<file path="src/rtl/mem_port_arbiter_pkg.sv">
// arb_pkg: shared types and constants for the I/D memory port arbiter.
package arb_pkg;

  // Which requester owns the read whose data returns next cycle.
  typedef enum logic [1:0] {
    OWN_NONE = 2'd0,
    OWN_I    = 2'd1,
    OWN_D    = 2'd2
  } own_e;

  // A D-port access with no byte enables set is a load.
  localparam logic [3:0] WE_READ = 4'b0000;

  // Width and ceiling of the contention performance counter.
  localparam int                    CONFLICT_W   = 32;
  localparam logic [CONFLICT_W-1:0] CONFLICT_MAX = '1;

endpackage

</file>
<file path="src/rtl/mem_port_arbiter_if.sv">
// mem_port_arbiter_if: fetch port, load/store port and memory port of the
// unified-memory arbiter. The arbiter uses the slave view; the core and
// the memory together form the master side.
interface mem_port_arbiter_if #(
  parameter int AW = 32,
  parameter int DW = 32
);
  // Instruction-fetch port
  logic          i_req;
  logic [AW-1:0] i_addr;
  logic          i_gnt;
  logic          i_rvalid;
  logic [DW-1:0] i_rdata;

  // Load/store port
  logic          d_req;
  logic [3:0]    d_we;
  logic [AW-1:0] d_addr;
  logic [DW-1:0] d_wdata;
  logic          d_gnt;
  logic          d_rvalid;
  logic [DW-1:0] d_rdata;

  // Single-port synchronous-read memory
  logic          mem_en;
  logic [3:0]    mem_we;
  logic [AW-1:0] mem_addr;
  logic [DW-1:0] mem_wdata;
  logic [DW-1:0] mem_rdata;

  modport slave (
    input  i_req, i_addr,
    output i_gnt, i_rvalid, i_rdata,
    input  d_req, d_we, d_addr, d_wdata,
    output d_gnt, d_rvalid, d_rdata,
    output mem_en, mem_we, mem_addr, mem_wdata,
    input  mem_rdata
  );

  modport master (
    output i_req, i_addr,
    input  i_gnt, i_rvalid, i_rdata,
    output d_req, d_we, d_addr, d_wdata,
    input  d_gnt, d_rvalid, d_rdata,
    input  mem_en, mem_we, mem_addr, mem_wdata,
    output mem_rdata
  );

endinterface

</file>
<file path="src/rtl/mem_port_arbiter_starve_cnt.sv">
// arb_starve_cnt: counts consecutive cycles the fetch port has been kept
// waiting and raises force_i once that reaches STARVE_LIMIT, so the next
// fetch wins over a load/store.
module arb_starve_cnt #(
  parameter int STARVE_LIMIT = 4
) (
  input  logic clk,
  input  logic rst,
  input  logic i_req,
  input  logic i_gnt,
  output logic force_i
);
  localparam int                WAIT_W = $clog2(STARVE_LIMIT + 1);
  localparam logic [WAIT_W-1:0] LIMIT  = WAIT_W'(STARVE_LIMIT);

  logic [WAIT_W-1:0] wait_cnt;

  // Count denied fetch cycles; a grant or a withdrawn request starts over.
  always_ff @(posedge clk or negedge rst) begin
    if (!rst) begin
      wait_cnt <= '0;
    end else if (i_req && !i_gnt) begin
      wait_cnt <= (wait_cnt == LIMIT) ? wait_cnt : wait_cnt + 1'b1;
    end else begin
      wait_cnt <= '0;
    end
  end

  assign force_i = rst && (wait_cnt == LIMIT);

endmodule

</file>
<file path="src/rtl/mem_port_arbiter.sv">
// mem_port_arbiter: shares one single-port synchronous-read memory between
// the instruction-fetch (I) and load/store (D) ports of the core. One
// requester is granted per cycle (D preferred), the memory port is driven
// combinationally from the winner, and read data is routed back one cycle
// later to whichever port issued the read. conflict_cnt saturates.
// Build option: define ARB_ANTISTARVE_EN to bound how long a contended
// fetch can wait (STARVE_LIMIT cycles); otherwise D has strict priority.
module mem_port_arbiter
  import arb_pkg::*;
#(
  parameter int AW           = 32,
  parameter int DW           = 32,
  parameter int STARVE_LIMIT = 4
) (
  input  logic                  clk,
  input  logic                  rst,
  mem_port_arbiter_if.slave     bus,
  output logic [CONFLICT_W-1:0] conflict_cnt
);

  function automatic logic [CONFLICT_W-1:0] sat_inc(input logic [CONFLICT_W-1:0] v);
    return (v == CONFLICT_MAX) ? v : v + 1'b1;
  endfunction

  logic          force_i;
  logic          i_gnt;
  logic          d_gnt;
  logic          d_is_read;
  own_e          rd_own;
  own_e          rd_own_nxt;
  logic [AW-1:0] addr_sel;
  logic [3:0]    we_sel;
  logic [DW-1:0] wdata_sel;

`ifdef ARB_ANTISTARVE_EN
  arb_starve_cnt #(
    .STARVE_LIMIT(STARVE_LIMIT)
  ) u_starve (
    .clk    (clk),
    .rst    (rst),
    .i_req  (bus.i_req),
    .i_gnt  (i_gnt),
    .force_i(force_i)
  );
`else
  // Without anti-starvation the limit has no effect on the hardware.
  localparam int unused_starve_limit = STARVE_LIMIT;
  assign force_i = 1'b0;
`endif

  assign d_is_read = (bus.d_we == WE_READ);

  // Pick the winner: D unless a starved fetch is being forced; nothing in reset.
  always_comb begin
    i_gnt = 1'b0;
    d_gnt = 1'b0;
    if (rst) begin
      if (bus.d_req && !(bus.i_req && force_i)) begin
        d_gnt = 1'b1;
      end else if (bus.i_req) begin
        i_gnt = 1'b1;
      end
    end
  end

  // Steer the winner's address and store payload onto the memory port.
  always_comb begin
    addr_sel  = '0;
    we_sel    = WE_READ;
    wdata_sel = '0;
    if (d_gnt) begin
      addr_sel  = bus.d_addr;
      we_sel    = bus.d_we;
      wdata_sel = bus.d_wdata;
    end else if (i_gnt) begin
      addr_sel  = bus.i_addr;
    end
  end

  // Remember who issued a read this cycle; stores produce no response.
  always_comb begin
    rd_own_nxt = OWN_NONE;
    if (i_gnt) begin
      rd_own_nxt = OWN_I;
    end else if (d_gnt && d_is_read) begin
      rd_own_nxt = OWN_D;
    end
  end

  // ---- stage boundary: grant cycle -> read-data return cycle ----
  // Owner of the read in flight; reset discards any pending response.
  always_ff @(posedge clk or negedge rst) begin
    if (!rst) begin
      rd_own <= OWN_NONE;
    end else begin
      rd_own <= rd_own_nxt;
    end
  end

  // Count cycles in which both ports want the memory.
  always_ff @(posedge clk or negedge rst) begin
    if (!rst) begin
      conflict_cnt <= '0;
    end else if (bus.i_req && bus.d_req) begin
      conflict_cnt <= sat_inc(conflict_cnt);
    end
  end

  assign bus.i_gnt     = i_gnt;
  assign bus.d_gnt     = d_gnt;
  assign bus.mem_en    = i_gnt | d_gnt;
  assign bus.mem_addr  = addr_sel;
  assign bus.mem_we    = we_sel;
  assign bus.mem_wdata = wdata_sel;

  assign bus.i_rvalid  = (rd_own == OWN_I);
  assign bus.d_rvalid  = (rd_own == OWN_D);
  assign bus.i_rdata   = (rd_own == OWN_I) ? bus.mem_rdata : '0;
  assign bus.d_rdata   = (rd_own == OWN_D) ? bus.mem_rdata : '0;

endmodule

</file>
<file path="src/flat_wrapper.sv">
// flat-port wrapper written by rule: the top's interface ports become plain ports
module mem_port_arbiter_flat import arb_pkg::*;
#(
  parameter int AW           = 32,
  parameter int DW           = 32,
  parameter int STARVE_LIMIT = 4
)
  (clk, rst, conflict_cnt, bus_i_req, bus_i_addr, bus_i_gnt, bus_i_rvalid, bus_i_rdata, bus_d_req, bus_d_we, bus_d_addr, bus_d_wdata, bus_d_gnt, bus_d_rvalid, bus_d_rdata, bus_mem_en, bus_mem_we, bus_mem_addr, bus_mem_wdata, bus_mem_rdata);
  mem_port_arbiter_if #(.AW(AW), .DW(DW)) bus_i ();
  input  logic clk;
  input  logic rst;
  output logic [CONFLICT_W-1:0] conflict_cnt;
  input wire logic [$bits(bus_i.i_req)-1:0] bus_i_req;
  input wire logic [$bits(bus_i.i_addr)-1:0] bus_i_addr;
  output wire logic [$bits(bus_i.i_gnt)-1:0] bus_i_gnt;
  output wire logic [$bits(bus_i.i_rvalid)-1:0] bus_i_rvalid;
  output wire logic [$bits(bus_i.i_rdata)-1:0] bus_i_rdata;
  input wire logic [$bits(bus_i.d_req)-1:0] bus_d_req;
  input wire logic [$bits(bus_i.d_we)-1:0] bus_d_we;
  input wire logic [$bits(bus_i.d_addr)-1:0] bus_d_addr;
  input wire logic [$bits(bus_i.d_wdata)-1:0] bus_d_wdata;
  output wire logic [$bits(bus_i.d_gnt)-1:0] bus_d_gnt;
  output wire logic [$bits(bus_i.d_rvalid)-1:0] bus_d_rvalid;
  output wire logic [$bits(bus_i.d_rdata)-1:0] bus_d_rdata;
  output wire logic [$bits(bus_i.mem_en)-1:0] bus_mem_en;
  output wire logic [$bits(bus_i.mem_we)-1:0] bus_mem_we;
  output wire logic [$bits(bus_i.mem_addr)-1:0] bus_mem_addr;
  output wire logic [$bits(bus_i.mem_wdata)-1:0] bus_mem_wdata;
  input wire logic [$bits(bus_i.mem_rdata)-1:0] bus_mem_rdata;
  assign bus_i.i_req = bus_i_req;
  assign bus_i.i_addr = bus_i_addr;
  assign bus_i_gnt = bus_i.i_gnt;
  assign bus_i_rvalid = bus_i.i_rvalid;
  assign bus_i_rdata = bus_i.i_rdata;
  assign bus_i.d_req = bus_d_req;
  assign bus_i.d_we = bus_d_we;
  assign bus_i.d_addr = bus_d_addr;
  assign bus_i.d_wdata = bus_d_wdata;
  assign bus_d_gnt = bus_i.d_gnt;
  assign bus_d_rvalid = bus_i.d_rvalid;
  assign bus_d_rdata = bus_i.d_rdata;
  assign bus_mem_en = bus_i.mem_en;
  assign bus_mem_we = bus_i.mem_we;
  assign bus_mem_addr = bus_i.mem_addr;
  assign bus_mem_wdata = bus_i.mem_wdata;
  assign bus_i.mem_rdata = bus_mem_rdata;
  mem_port_arbiter #(.AW(AW), .DW(DW), .STARVE_LIMIT(STARVE_LIMIT)) u_core (.clk(clk), .rst(rst), .bus(bus_i), .conflict_cnt(conflict_cnt));
endmodule
</file>
<file path="config.mk">
export PLATFORM = sky130hd
export DESIGN_NAME = mem_port_arbiter_flat
export DESIGN_NICKNAME = d
export VERILOG_FILES = /design/src/rtl/mem_port_arbiter_pkg.sv /design/src/rtl/mem_port_arbiter_if.sv /design/src/rtl/mem_port_arbiter_starve_cnt.sv /design/src/rtl/mem_port_arbiter.sv /design/src/flat_wrapper.sv
export SDC_FILE = /design/constraint.sdc
export NUM_CORES = 1
export LEC_CHECK = 0
export CAP_MARGIN = 20
export CORE_AREA = 5 5 116 118
export CTS_CLUSTER_SIZE = 10
export DETAILED_ROUTE_END_ITERATION = 8
export DIE_AREA = 0 0 121 123
export GPL_ROUTABILITY_DRIVEN = 0
export PLACE_DENSITY = 0.7
export SLEW_MARGIN = 30
export SYNTH_ARGS = -nofsm -noshare
export SYNTH_HDL_FRONTEND = slang
export SYNTH_SLANG_ARGS = --single-unit
</file>
<file path="constraint.sdc">
create_clock -name clk -period 1.7 [get_ports clk]
set_input_delay 0.17 -clock clk [delete_from_list [all_inputs] [get_ports clk]]
set_output_delay 0.17 -clock clk [all_outputs]
set_load 0.005 [all_outputs]
</file>
==> metrics.txt, run 1 <==
outcome=complete, but fails checks; failing checks=negative setup slack; vias in the first global route=around 4100; Mapped Area=2770 sq um; Yosys top cell area share=0.307; largest net degree at the start of global routing=35; DP HPWL=13300 um; Largest stage delay, worst path=560 ps; Post-Synth Adder-Cell Area=0.00452; # IOs=305; worst endpoint required time=around 1900 ps; maximum clock frequency=528 MHz; Reg clk slew, reported paths=50 ps; Die W=121 um; Worst Hold Class=in2async; DRC viols=0; setup TNS=-4640 ps; VDD IR max=~390 uV; PD cells=449 nW/um^2; CP arrival=between 2000 and 2500 ps; Synth Area in Compound Gates=0.118; Clock Latency Late Sink=roughly 270 ps; Final Max Slew Viols=0; Synth area leaders=dfrtp_1, and2_1, a22o_1, and3_1, xor2_1; critical path type=reg2reg; synth warn=0; RSZ-0062 raised after global routing=yes; via count=3971; Root Driver=clkbuf_16; CTS buffer count=5; CTS Sinks=34; sequential share of the synthesized area=0.307; Final Instance Count excl. Fillers=864; Die H=123 um; largest delay contributor family on the critical path=simple AND/OR/NAND/NOR gates; Synthesized Nets=457; fraction of layout cells with a size suffix above 1=0.223; simple-gate share of the synthesized area=0.430; fraction of registers with async set or reset after synthesis=1.00; mux share of post-synthesis cell area=0.0136; placed cells=between 800 and 900; Setup Viol. Count Final=30; DRT iter0 DRCs=152; Leak=3.90 nW; Post-Synth XOR/XNOR Area=0.0854; largest family of logic cells by synthesized area=simple AND/OR/NAND/NOR gates; drt total wl=16600 um; Setup WS post-layout=-194 ps; Yosys top cell by area=dfrtp_1; most common cell after layout, fill and taps aside=clkdlybuf4s50_1; synth unique cells=38; Final Cycle Share=1.11; I/O Buffers=304; Max-Cap Viols=0; routed len/inst=19.2 um; final instance area=7130 sq um; Die ar.=14900 sq um; H-Tree Depth=2; ys flop type=dfrtp_1; Rows=41; Total GRT Usage=0.198; Worst path slowest cell=or4_4; Via-to-Cell Ratio=4.60; initial antenna violation count=2; Final Hold Viols=0; placed cell areas=6500 sq um; CTS tree=built; total gr overflow=0; Initial Util=0.224; commonest non-fill, non-tap cells in the layout=clkdlybuf4s50_1, and2_1, buf_4, dlymetal6s2s_1, and3_1; Post-synth EDFFs=0; core area=12400 sq um; crit end category=register; Mapped Avg Cell Area=8.66 sq um; Synth Register Bits=34; first-pass GRT wire length=23200 um; Post-DRT Antenna Nets=0; crit path buf inv count=2; Setup Skew=just over 4 ps; Layout area overhead=157%; clk buf depth=2; worst slew pin tran=420 ps; Syn Inst Count=320; final net count=827; Crit Path Max Fanout=8; Max transition margin=0.720; critical path, cell by cell=nand4_2, or4_4, nor4_4, buf_6, buf_12, nor3_2, xor2_1; reg2reg setup slack=-190 ps; Startpoint Class=register; fin crit period=1890 ps; DR pass1 iterations=4
==> path summary, 6_finish.rpt <==
kind | start | to | cells past startpoint
worst max-delay path | u_core.conflict_cnt[18] | u_core.conflict_cnt[13] | 7
worst min-delay path | rst | u_core.conflict_cnt[8] | 3
worst max register to register | u_core.conflict_cnt[18] | u_core.conflict_cnt[13] | 7
worst min register to register | u_core.conflict_cnt[31] | u_core.conflict_cnt[31] | 1
max in group asynchronous | rst | u_core.rd_own[1] | 3
min in group clk | bus_i_req | u_core.rd_own[0] | 5
==> where the power goes <==
group / switching (mW) / internal [mW] / total (mW)
registers: 0.0440 / 0.892 / 0.936
logic: 0.480 / 0.881 / 1.36
clock network: 0.322 / 0.580 / 0.902
total: 0.846 / 2.35 / 3.20
==> worst min-delay path, delay by kind of cell <==
| kind | cells | cell delay (ps) |
|---|---|---|
| buf+inv | 3 | 690 |
==> synthesized netlist by cell type, drive strengths merged, types with 2 or more instances <==
master and number:
nor2 7, mux2 3, nor2b 2, and3 40, nor3 20, nor4 6, nand3 11, or3 3
o21a 2, nand4 5, clkbuf 22, xnor2 2, buf 3, a21oi 2, and4 3, and2 66
or4 2, dfrtp 34, a22o 32, xor2 25, nand2 22
==> through the flow <==
step	setup slack [ps]	power, mW	hold WS (ps)	utilization
floorplan	-161	1.29	-126	-
global placement	-380	2.25	148	0.526
detailed placement	-414	2.28	159	0.526
CTS	-185	3.21	167	0.555
global route	-282	3.37	221	0.577
finish	-194	3.20	164	0.577
==> flip-flops by register name (all words and copies together) (netlist names) <==
signal	count
u_core.conflict_cnt	32
u_core.rd_own	2
==> cell type report <==
class | instances | area [sq um]
clock buffer | 7 | 143
tap | 172 | 215
inverter | 1 | 3.75
multi-input combinational | 260 | 2000
antenna | 1 | 2.50
clock inverter | 1 | 5.00
sequential | 34 | 851
fill | 1059 | 5230
timing repair buffer | 388 | 3920
==> metal layers <==
layer,share of wire,track usage,wire length [um],up-vias
met5,0.00078,0,13,-
met4,0.033,0.0644,539,2
met3,0.081,0.0544,1350,29
met1,0.35,0.218,5790,1866
li1,-,-,-,1876
met2,0.54,0.369,8890,198
==> repair_timing <==
action / in CTS / in global routing
setup endpoints to repair: 167 / 105
gates cloned: 2 / 5
buffers inserted: 5 / 5
hold buffers: 1 / 0
resized for setup: 71 / 100
pin swaps: 10 / 6
endpoints found under the hold margin: 2 / 0
==> cells by family (layout without fill, tap and decap cells) <==
logic type,after synthesis,in the layout
xor+xnor,27,27
flops,34,34
simple gates,191,191
buf+inv,26,397
compound gates,38,38
mux,3,3
other cells,0,1
fa+ha+maj,1,1
No activity file was read; power rests on OpenSTA's default activity.
==> run 2: changes to the inputs <==
- CORE_AREA: 5 5 116 118 -> not set
- CORE_MARGIN: not set -> 8
- CORE_UTILIZATION: not set -> 26
- DIE_AREA: 0 0 121 123 -> not set
- PLACE_DENSITY: 0.7 -> 0.79
==> run 2 against run 1 <==
The run still ends with negative setup slack left. Cell count down 4.6%. Final area decreased by 3.1%. Combinational power about the same. Global-route usage up 2.5 points. Count of clock-buffer cells in the layout is the same. Hold slack better by 84 ps. Largest power group unchanged. Non-clock buffer count down 3. Sequential share of layout area increased by 0.38 points.
==> metrics.txt, run 2 (synthesis gave the netlist of run 1 again) <==
largest register by flop count=u_core.conflict_cnt (unchanged); crit path buf inv count=2 (unchanged); Clock Latency Late Sink=290 ps (was 270 ps); crit end category=register (unchanged); commonest non-fill, non-tap cells in the layout=clkdlybuf4s50_1, buf_4, and2_1, dlygate4sd2_1 (was clkdlybuf4s50_1, and2_1, buf_4, dlymetal6s2s_1, and3_1); critical path, cell by cell=nand4_2, or4_4, nor4_4, buf_4, buf_12, nor4_2, xor2_1 (was nand4_2, or4_4, nor4_4, buf_6, buf_12, nor3_2, xor2_1); DR pass1 iterations=4 (unchanged); Die ar.=14200 sq um (was 14900 sq um); DRC viols=0 (unchanged); Final Hold Viols=0 (unchanged); Setup Skew=13.6 ps (was 4.06 ps); first-pass GRT wire length=25000 um (was 23200 um); routed len/inst=20.5 um (was 19.2 um); Post-DRT Antenna Nets=0 (unchanged); Die W=119 um (was 121 um); total gr overflow=0 (unchanged); DP HPWL=14000 um (was 13300 um); Die H=119 um (was 123 um); core area=10300 sq um (was 12400 sq um); Leak=3.94 nW (was 3.90 nW); Largest stage delay, worst path=560 ps (about the same); Rows=37 (was 41); Setup WS post-layout=-190 ps (was -194 ps); CP arrival=2050 ps (was 2040 ps); most common cell after layout, fill and taps aside=clkdlybuf4s50_1 (unchanged); H-Tree Depth=2 (unchanged); Total GRT Usage=0.223 (was 0.198); critical path type=reg2reg (unchanged); dpl ws=-406 ps (was -414 ps); Max transition margin=0.691 (was 0.720); maximum clock frequency=529 MHz (was 528 MHz); Layout Utilization=0.670 (was 0.577); Startpoint Class=register (unchanged); # IOs=305 (unchanged); Via-to-Cell Ratio=4.75 (was 4.60); hold slack=248 ps (was 164 ps); drt total wl=16900 um (was 16600 um); Pwr Total=2.88 mW (was 3.20 mW); biggest regs=u_core.conflict_cnt (32), u_core.rd_own (2) (unchanged); Setup Viol. Count Final=31 (was 30); outcome=complete, but fails checks (unchanged); Reg clk slew, reported paths=80 ps (was 50 ps); CTS tree=built (unchanged); final instance area=6920 sq um (was 7130 sq um); CTS buffer count=5 (unchanged); setup TNS=-4860 ps (was -4640 ps); final net count=824 (was 827); failing checks=negative setup slack (unchanged); Final Max Slew Viols=0 (unchanged); Crit Path Max Fanout=8 (unchanged); worst endpoint required time=1860 ps (was 1850 ps); # diodes=0 (was 1); largest delay contributor family on the critical path=simple AND/OR/NAND/NOR gates (unchanged); Final Cycle Share=1.11 (about the same); Initial Util=0.268 (was 0.224); VDD IR max=435 uV (was 395 uV); largest net degree at the start of global routing=35 (unchanged); vias in the first global route=4152 (was 4133); Final Instance Count excl. Fillers=824 (was 864); DRT iter0 DRCs=215 (was 152); PD cells=417 nW/um^2 (was 449 nW/um^2); Worst Hold Class=in2async (unchanged); CTS Sinks=34 (unchanged); Root Driver=clkbuf_8 (was clkbuf_16); fraction of layout cells with a size suffix above 1=0.206 (was 0.223); I/O Buffers=304 (unchanged); via count=3912 (was 3971); placed cells=800 (was 837); clk buf depth=2 (unchanged); Layout area overhead=150% (was 157%); initial antenna violation count=0 (was 2); RSZ-0062 raised after global routing=yes (unchanged); worst slew pin tran=464 ps (was 420 ps); max FFs per register=32 (unchanged); fin crit period=1890 ps (about the same); placed cell areas=6450 sq um (was 6500 sq um); Worst path slowest cell=or4_4 (unchanged); Max-Cap Viols=0 (unchanged)
-- run 2: layout make-up --
| class | instances | area, sq um |
|---|---|---|
| Tap cell | 136 | 170 |
| Fill cell | 839 | 3410 |
| Clock inverter | 1 | 5.00 |
| Clock buffer | 7 | 86.3 |
| Timing Repair Buffer | 385 | 3810 |
| Sequential cell | 34 | 851 |
| Inverter | 1 | 3.75 |
| Multi-Input combinational cell | 260 | 1990 |
-- run 2: layer usage --
metal  routed length, um  vias up  global-route usage
met5                   0        -                   0
met4                 289        0              0.0640
met3                1240       18              0.0671
met2                9390      170               0.434
met1                5960     1847               0.223
li1                    -     1877                   -
-- run 2: repair_timing --
item | 4_1_cts | 5_1_grt
cloned | 3 | 1
endpoints found under the setup margin | 167 | 99
hold buffers | 0 | 0
gates resized for setup | 91 | 75
pin swaps | 8 | 4
buffers inserted | 8 | 4
-- run 2: path summary, 6_finish.rpt --
kind	start	endpoint	slack, ps	cells after the start
worst max-delay path	u_core.conflict_cnt[18]	u_core.conflict_cnt[12]	-190	7
worst min-delay path	rst	u_core.conflict_cnt[7]	250	3
worst max register to register	u_core.conflict_cnt[18]	u_core.conflict_cnt[12]	-190	7
worst min register to register	u_core.conflict_cnt[31]	u_core.conflict_cnt[31]	530	1
max in group asynchronous	rst	u_core.conflict_cnt[2]	1100	3
min in group clk	bus_d_req	u_core.rd_own[1]	440	5
-- run 2: worst min-delay path, delay by kind of cell --
family	cells	cell delay, ps
buffers and inverters	3	800
-- run 2: report_power, final --
| part | total, mW | switching (mW) | internal [mW] |
|---|---|---|---|
| logic | 1.33 | 0.470 | 0.858 |
| clock network | 0.624 | 0.297 | 0.327 |
| registers | 0.930 | 0.0401 | 0.890 |
| total | 2.88 | 0.807 | 2.07 |
